==> src/rtl/pipe_ctrl_pkg.sv <==
// Shared types for the pipeline hazard controller:
// stall vector encodings and FSM state encoding.
package pipe_ctrl_pkg;

    localparam int STALL_W = 6;

    typedef logic [STALL_W-1:0] stall_t;

    localparam stall_t STALL_NONE = 6'b000000;
    localparam stall_t STALL_ID   = 6'b000111;
    localparam stall_t STALL_EX   = 6'b001111;

    typedef enum logic [1:0] {
        ST_IDLE     = 2'd0,
        ST_DIV_WAIT = 2'd1,
        ST_DIV_DONE = 2'd2,
        ST_FLUSH    = 2'd3
    } state_t;

endpackage

==> src/rtl/pipe_ctrl_if.sv <==
// Hazard request / pipeline control bundle between
// the pipeline stages (master) and pipe_ctrl (slave).
interface pipe_ctrl_if
    import pipe_ctrl_pkg::*;
#(
    parameter int CNT_W = 16
) ();

    logic             id_stallreq;
    logic             ex_div_req;
    logic             div_ready_i;
    logic             flush_req;
    logic             cnt_clr;
    stall_t           stall_o;
    logic             flush_o;
    logic             div_start_o;
    logic             div_annul_o;
    logic             timeout_o;
    logic             busy_o;
    logic [CNT_W-1:0] stall_cnt_o;

    modport master (
        output id_stallreq, ex_div_req, div_ready_i,
        output flush_req, cnt_clr,
        input  stall_o, flush_o, div_start_o,
        input  div_annul_o, timeout_o, busy_o,
        input  stall_cnt_o
    );

    modport slave (
        input  id_stallreq, ex_div_req, div_ready_i,
        input  flush_req, cnt_clr,
        output stall_o, flush_o, div_start_o,
        output div_annul_o, timeout_o, busy_o,
        output stall_cnt_o
    );

endinterface

==> src/rtl/pipe_ctrl_div_watchdog.sv <==
// Divider watchdog: counts cycles while enabled and
// pulses expire on the DIV_TIMEOUT-th enabled cycle.
module div_watchdog #(
    parameter int DIV_TIMEOUT = 64
) (
    input  logic clk,
    input  logic rst,
    input  logic clear,
    input  logic enable,
    output logic expire
);

    localparam int W = (DIV_TIMEOUT > 1) ? $clog2(DIV_TIMEOUT) : 1;
    localparam logic [W-1:0] LAST = W'(DIV_TIMEOUT - 1);

    logic [W-1:0] count;

    assign expire = enable && (count == LAST);

    // cycle counter, held at LAST so it never wraps
    always_ff @(posedge clk or negedge rst) begin
        if (!rst) begin
            count <= '0;
        end else if (clear) begin
            count <= '0;
        end else if (enable && !expire) begin
            count <= count + W'(1);
        end
    end

endmodule

==> src/rtl/pipe_ctrl.sv <==
// Pipeline hazard controller: load-use stalls, multi-cycle
// divide stalls with watchdog, flush sequencing, stall counter.
module pipe_ctrl
    import pipe_ctrl_pkg::*;
#(
    parameter int DIV_TIMEOUT = 64,
    parameter int CNT_W       = 16
) (
    input logic        clk,
    input logic        rst,
    pipe_ctrl_if.slave bus
);

    state_t           state;
    state_t           next;
    stall_t           stall;
    logic             flush;
    logic             start;
    logic             annul;
    logic             tout;
    logic             busy;
    logic             expire;
    logic             wd_en;
    logic [CNT_W-1:0] cnt;

    assign wd_en = (state == ST_DIV_WAIT);

    div_watchdog #(
        .DIV_TIMEOUT(DIV_TIMEOUT)
    ) u_wd (
        .clk   (clk),
        .rst   (rst),
        .clear (start),
        .enable(wd_en),
        .expire(expire)
    );

    // state register
    always_ff @(posedge clk or negedge rst) begin
        if (!rst) begin
            state <= ST_IDLE;
        end else begin
            state <= next;
        end
    end

    // next-state: flush wins, then divider events
    always_comb begin
        next = state;
        unique case (state)
            ST_IDLE: begin
                if (bus.flush_req) begin
                    next = ST_FLUSH;
                end else if (bus.ex_div_req) begin
                    next = ST_DIV_WAIT;
                end
            end
            ST_DIV_WAIT: begin
                if (bus.flush_req) begin
                    next = ST_FLUSH;
                end else if (bus.div_ready_i) begin
                    next = ST_DIV_DONE;
                end else if (expire) begin
                    next = ST_IDLE;
                end
            end
            ST_DIV_DONE: begin
                next = bus.flush_req ? ST_FLUSH : ST_IDLE;
            end
            ST_FLUSH: begin
                next = ST_IDLE;
            end
            default: begin
                next = ST_IDLE;
            end
        endcase
    end

    // outputs, all forced low while reset is held
    always_comb begin
        stall = STALL_NONE;
        flush = 1'b0;
        start = 1'b0;
        annul = 1'b0;
        tout  = 1'b0;
        busy  = 1'b0;
        if (rst) begin
            busy = (state != ST_IDLE);
            unique case (state)
                ST_IDLE: begin
                    if (bus.ex_div_req && !bus.flush_req) begin
                        stall = STALL_EX;
                        start = 1'b1;
                    end else if (bus.id_stallreq) begin
                        stall = STALL_ID;
                    end
                end
                ST_DIV_WAIT: begin
                    stall = STALL_EX;
                    if (bus.flush_req) begin
                        annul = 1'b1;
                    end else if (!bus.div_ready_i && expire) begin
                        annul = 1'b1;
                        tout  = 1'b1;
                    end
                end
                ST_DIV_DONE: begin
                    stall = STALL_NONE;
                end
                ST_FLUSH: begin
                    flush = 1'b1;
                end
                default: begin
                    stall = STALL_NONE;
                end
            endcase
        end
    end

    // saturating count of cycles with the pc held
    always_ff @(posedge clk or negedge rst) begin
        if (!rst) begin
            cnt <= '0;
        end else if (bus.cnt_clr) begin
            cnt <= '0;
        end else if (stall[0] && (cnt != '1)) begin
            cnt <= cnt + CNT_W'(1);
        end
    end

    assign bus.stall_o     = stall;
    assign bus.flush_o     = flush;
    assign bus.div_start_o = start;
    assign bus.div_annul_o = annul;
    assign bus.timeout_o   = tout;
    assign bus.busy_o      = busy;
    assign bus.stall_cnt_o = cnt;

endmodule

==> src/flat_wrapper.sv <==
// flat-port wrapper written by rule: the top's interface ports become plain ports
module pipe_ctrl_flat import pipe_ctrl_pkg::*;
#(
    parameter int DIV_TIMEOUT = 64,
    parameter int CNT_W       = 16
)
  (clk, rst, bus_id_stallreq, bus_ex_div_req, bus_div_ready_i, bus_flush_req, bus_cnt_clr, bus_stall_o, bus_flush_o, bus_div_start_o, bus_div_annul_o, bus_timeout_o, bus_busy_o, bus_stall_cnt_o);
  pipe_ctrl_if #(.CNT_W(CNT_W)) bus_i ();
  input logic clk;
  input logic rst;
  input wire logic [$bits(bus_i.id_stallreq)-1:0] bus_id_stallreq;
  input wire logic [$bits(bus_i.ex_div_req)-1:0] bus_ex_div_req;
  input wire logic [$bits(bus_i.div_ready_i)-1:0] bus_div_ready_i;
  input wire logic [$bits(bus_i.flush_req)-1:0] bus_flush_req;
  input wire logic [$bits(bus_i.cnt_clr)-1:0] bus_cnt_clr;
  output wire logic [$bits(bus_i.stall_o)-1:0] bus_stall_o;
  output wire logic [$bits(bus_i.flush_o)-1:0] bus_flush_o;
  output wire logic [$bits(bus_i.div_start_o)-1:0] bus_div_start_o;
  output wire logic [$bits(bus_i.div_annul_o)-1:0] bus_div_annul_o;
  output wire logic [$bits(bus_i.timeout_o)-1:0] bus_timeout_o;
  output wire logic [$bits(bus_i.busy_o)-1:0] bus_busy_o;
  output wire logic [$bits(bus_i.stall_cnt_o)-1:0] bus_stall_cnt_o;
  assign bus_i.id_stallreq = bus_id_stallreq;
  assign bus_i.ex_div_req = bus_ex_div_req;
  assign bus_i.div_ready_i = bus_div_ready_i;
  assign bus_i.flush_req = bus_flush_req;
  assign bus_i.cnt_clr = bus_cnt_clr;
  assign bus_stall_o = bus_i.stall_o;
  assign bus_flush_o = bus_i.flush_o;
  assign bus_div_start_o = bus_i.div_start_o;
  assign bus_div_annul_o = bus_i.div_annul_o;
  assign bus_timeout_o = bus_i.timeout_o;
  assign bus_busy_o = bus_i.busy_o;
  assign bus_stall_cnt_o = bus_i.stall_cnt_o;
  pipe_ctrl #(.DIV_TIMEOUT(DIV_TIMEOUT), .CNT_W(CNT_W)) u_core (.clk(clk), .rst(rst), .bus(bus_i));
endmodule
==> config.mk <==
export PLATFORM = sky130hd
export DESIGN_NAME = pipe_ctrl_flat
export DESIGN_NICKNAME = d
export VERILOG_FILES = /design/src/rtl/pipe_ctrl_pkg.sv /design/src/rtl/pipe_ctrl_if.sv /design/src/rtl/pipe_ctrl_div_watchdog.sv /design/src/rtl/pipe_ctrl.sv /design/src/flat_wrapper.sv
export SDC_FILE = /design/constraint.sdc
export NUM_CORES = 1
export LEC_CHECK = 0
export CORE_MARGIN = 5
export CORE_UTILIZATION = 50
export CTS_CLUSTER_DIAMETER = 100
export DETAILED_ROUTE_END_ITERATION = 8
export PLACE_DENSITY_LB_ADDON = 0.05
export SYNTH_ARGS = -nofsm -noshare
export SYNTH_HDL_FRONTEND = slang
export SYNTH_HIERARCHICAL = 1
export SYNTH_SLANG_ARGS = --single-unit
export TNS_END_PERCENT = 10
==> constraint.sdc <==
create_clock -name clk -period 2.2 [get_ports clk]
set_input_delay 0.44 -clock clk [delete_from_list [all_inputs] [get_ports clk]]
set_output_delay 0.44 -clock clk [all_outputs]
set_load 0.01 [all_outputs]
==> out/qor.yml <==
clk_path_buf_depth: 2
grt_max_degree: 19
ff2ff_setup_slack_ns: 0.29
die_h_um: 65.55
max_freq_mhz: 475.1
rr_startpoint: "u_core/state[0]"
cp-end-kind: "primary output"
h-tree-depth: 1
tightest_slew_ns: 0.6106
ys_top_cells_by_area: "dfrtp_1 39%, a21oi_1 5.2%, nand2_1 3.4%"
yosys_warnings: 6
seqPwrFrac_pct: 40.0
status: "complete, no violations"
hold_violations: 0
ys_seq_area_share_pct: 38.93
p_clk_share_pct: 12.2
p_leak_nw: 0.8661
core_area_um2: 3003
antenna_left: 0
cts_inserted_buffers: 3
regToRegEndpoint: "u_core/bus.stall_cnt_o[7]"
critPathBufInv: 2
synth_edf_count: 0
drt_iter0_drc: 101
gp_congestion: 0.7569
cts_tree: "yes"
antenna_found_initial: 0
synthArstFlopShare_pct: 100.0
cts-root-buf: "clkbuf_4"
drv_cap: 0
worstPathCellList: "nor2b_2 > buf_4 > nand2_1 > nor4b_1 > clkbuf_2"
portBuffers: 31
worst_setup_hold_path_clk_slew_ns: 0.12
p_sw_share_pct: 37.11
fin_skew_ns: 0.006059
syn_area_um2: 1543
drive_above_1_share_pct: 19.63
timing.final.crit_share_pct: 95.68
slew_headroom_pct: 58.72
core.rowCount: 20
holdBufCountCts: 0
cp_max_fo: 10
max_stage_delay_ns: 0.41
p_int_mw: 0.9323
synth.distinct_cells: 47
finalCriticalPeriod_ns: 2.105
synth-seq-cells: 24
slowest_stage: "dfrtp_1"
drt-total-wl_um: 3724
startpoint_type: "flip-flop"
wl_per_cell_um: 14.78
drc_errors: 0
synth.most_common_cell: "dfrtp_1"
cts_sinks: 24
arrival_ns: 1.66
syn2layout_area_growth_pct: 32.28
syn-mean-instance-area_um2: 9.129
hold_class: "primary input to async pin"
nets: 230
p_comb_share_pct: 47.8
slew_viol_final: 0
vias_per_cell: 5.802
dp_hpwl_um: 2862
track_usage_pct: 18.40
cp_top_family: "simple AND/OR/NAND/NOR gates"
ios: 34
clk_latency_ns: 0.30
synth_area_leader_cell: "dfrtp_1"
rsz0062_at_grt: "false"
netlist.area_leader.share_pct: 38.93
p_sw_mw: 0.5501
n_antenna_cell: 0
critPathRequiredTime_ns: 1.76
num_vias: 1462
finalSetupTns_ns: 0
fin_total_pwr_mw: 1.482
initial_core_util_pct: 51.38
die_x_um: 65.55
p_per_area_nw_per_um2: 726.4
grt.overflow.total: 0
peakVddDrop_uv: 376.7
grt_pass1_vias: 1394
synthCells: 169
setup_viol: 0
dr.pass1.iters: 4
die-area_um2: 4296
reg2regPathDepth: 8
ys.flop_type: "dfrtp_1"
ys_top_cells_by_count: "24 x dfrtp_1, 16 x a21oi_1, 14 x nand2_1, 14 x nor2_1, 9 x inv_1"
fin_hold_ws_ns: 0.2541
grt_pass1_wl_um: 6292
crit_type: "flip-flop to primary output"
-- worst register-to-register path: cells and delay by family, from the launching register on --
kind            cells  cell delay (ns)
compound gates      2             0.51
buf+inv             4             0.63
flops               1             0.40
simple gates        2             0.30
-- cell type report --
| cell class | count | area [um^2] |
|---|---|---|
| well taps | 33 | 41.29 |
| multi-input cells | 127 | 852.1 |
| repair buffers | 56 | 490.5 |
| inverters | 9 | 33.78 |
| flip-flops and latches | 24 | 600.6 |
| fillers | 254 | 962.2 |
| clock buffers | 3 | 22.52 |
-- layout by cell type (no fill, tap or decap), types with 2 or more instances in the layout --
master	netlist	final
nor2b_1	6	5
nor4b_1	2	2
inv_1	9	9
buf_4	4	25
conb_1	1	2
o311ai_1	2	2
o31ai_1	7	7
dlygate4sd2_1	0	6
nand2_1	14	14
mux2_2	4	4
clkbuf_4	0	3
clkdlybuf4s50_1	0	22
ha_1	2	2
or4_1	7	7
o21a_1	2	2
a211oi_1	3	3
and3_1	3	3
nor3b_1	2	2
nor4_1	2	2
nand4_1	3	3
o211ai_1	2	2
dfrtp_1	24	24
nor2b_4	2	2
nor3_1	4	4
a21oi_1	16	16
nand3_1	7	7
a31oi_1	2	2
nor2_1	14	13
dlymetal6s2s_1	0	2
-- power by group through the flow --
| stage | Sequential (mW) | Clock [mW] | Combinational, mW |
|---|---|---|---|
| floorplan | 0.607 | 0 | 0.405 |
| global placement | 0.598 | 0 | 0.657 |
| detailed placement | 0.605 | 0 | 0.693 |
| CTS | 0.591 | 0.193 | 0.706 |
| global route | 0.609 | 0.215 | 0.771 |
| finish | 0.593 | 0.180 | 0.709 |
-- per-stage QoR --
| step | instances | area, um^2 | utilization (%) | worst slack (ns) |
|---|---|---|---|---|
| after floorplan | 170 | 1546 | - | 0.2584 |
| after global placement | 248 | 2008 | 66.88 | -0.1580 |
| after detailed placement | 248 | 2008 | 66.88 | -0.2021 |
| after CTS | 252 | 2034 | 67.75 | -0.03496 |
| after global routing | 252 | 2041 | 67.96 | 0.02929 |
| final | 252 | 2041 | 67.96 | 0.09503 |
-- routing by layer --
metal  global-route usage [%]  vias up  wire [um]
li1                         -      736          -
met1                    22.44      695       1669
met2                    32.49       27       1884
met3                    2.393        4        130
met4                    7.513        0         40
met5                        0        -          0
-- sequential cells by signal (all words and copies together) (netlist names) --
signal	flops
u_core/u_wd/count	6
u_core/bus.stall_cnt_o	16
u_core/state	2
-- cell families (layout without fill, tap and decap cells) --
family | Yosys count | after routing | synth area share [%]
multiplexers | 5 | 5 | 3.568
buffers and inverters | 19 | 68 | 6.732
AND/OR/NAND/NOR | 72 | 72 | 26.85
adder cells (fa/ha/maj) | 2 | 2 | 1.622
AO/OA/AOI/OAI | 46 | 46 | 22.06
flip-flops | 24 | 24 | 38.93
other | 1 | 2 | 0.2431
-- worst max path at each step --
stage | from | endpoint | slack (ns) | cells after the start
finish | u_core/state[1] | bus_timeout_o | 0.1 | 5
global route | u_core/state[1] | bus_div_annul_o | 0.03 | 6
CTS | bus_flush_req | bus_stall_o[3] | -0.03 | 5
detailed placement | rst | bus_timeout_o | -0.20 | 4
global placement | rst | bus_stall_o[0] | -0.16 | 4
floorplan | u_core/state[0] | bus_timeout_o | 0.26 | 6
-- repair_timing --
action,in CTS,in global routing
gates resized for setup,9,6
pin swaps,0,0
endpoints found under the setup margin,9,2
buffers inserted,1,0
No activity file was read; power rests on OpenSTA's default activity.
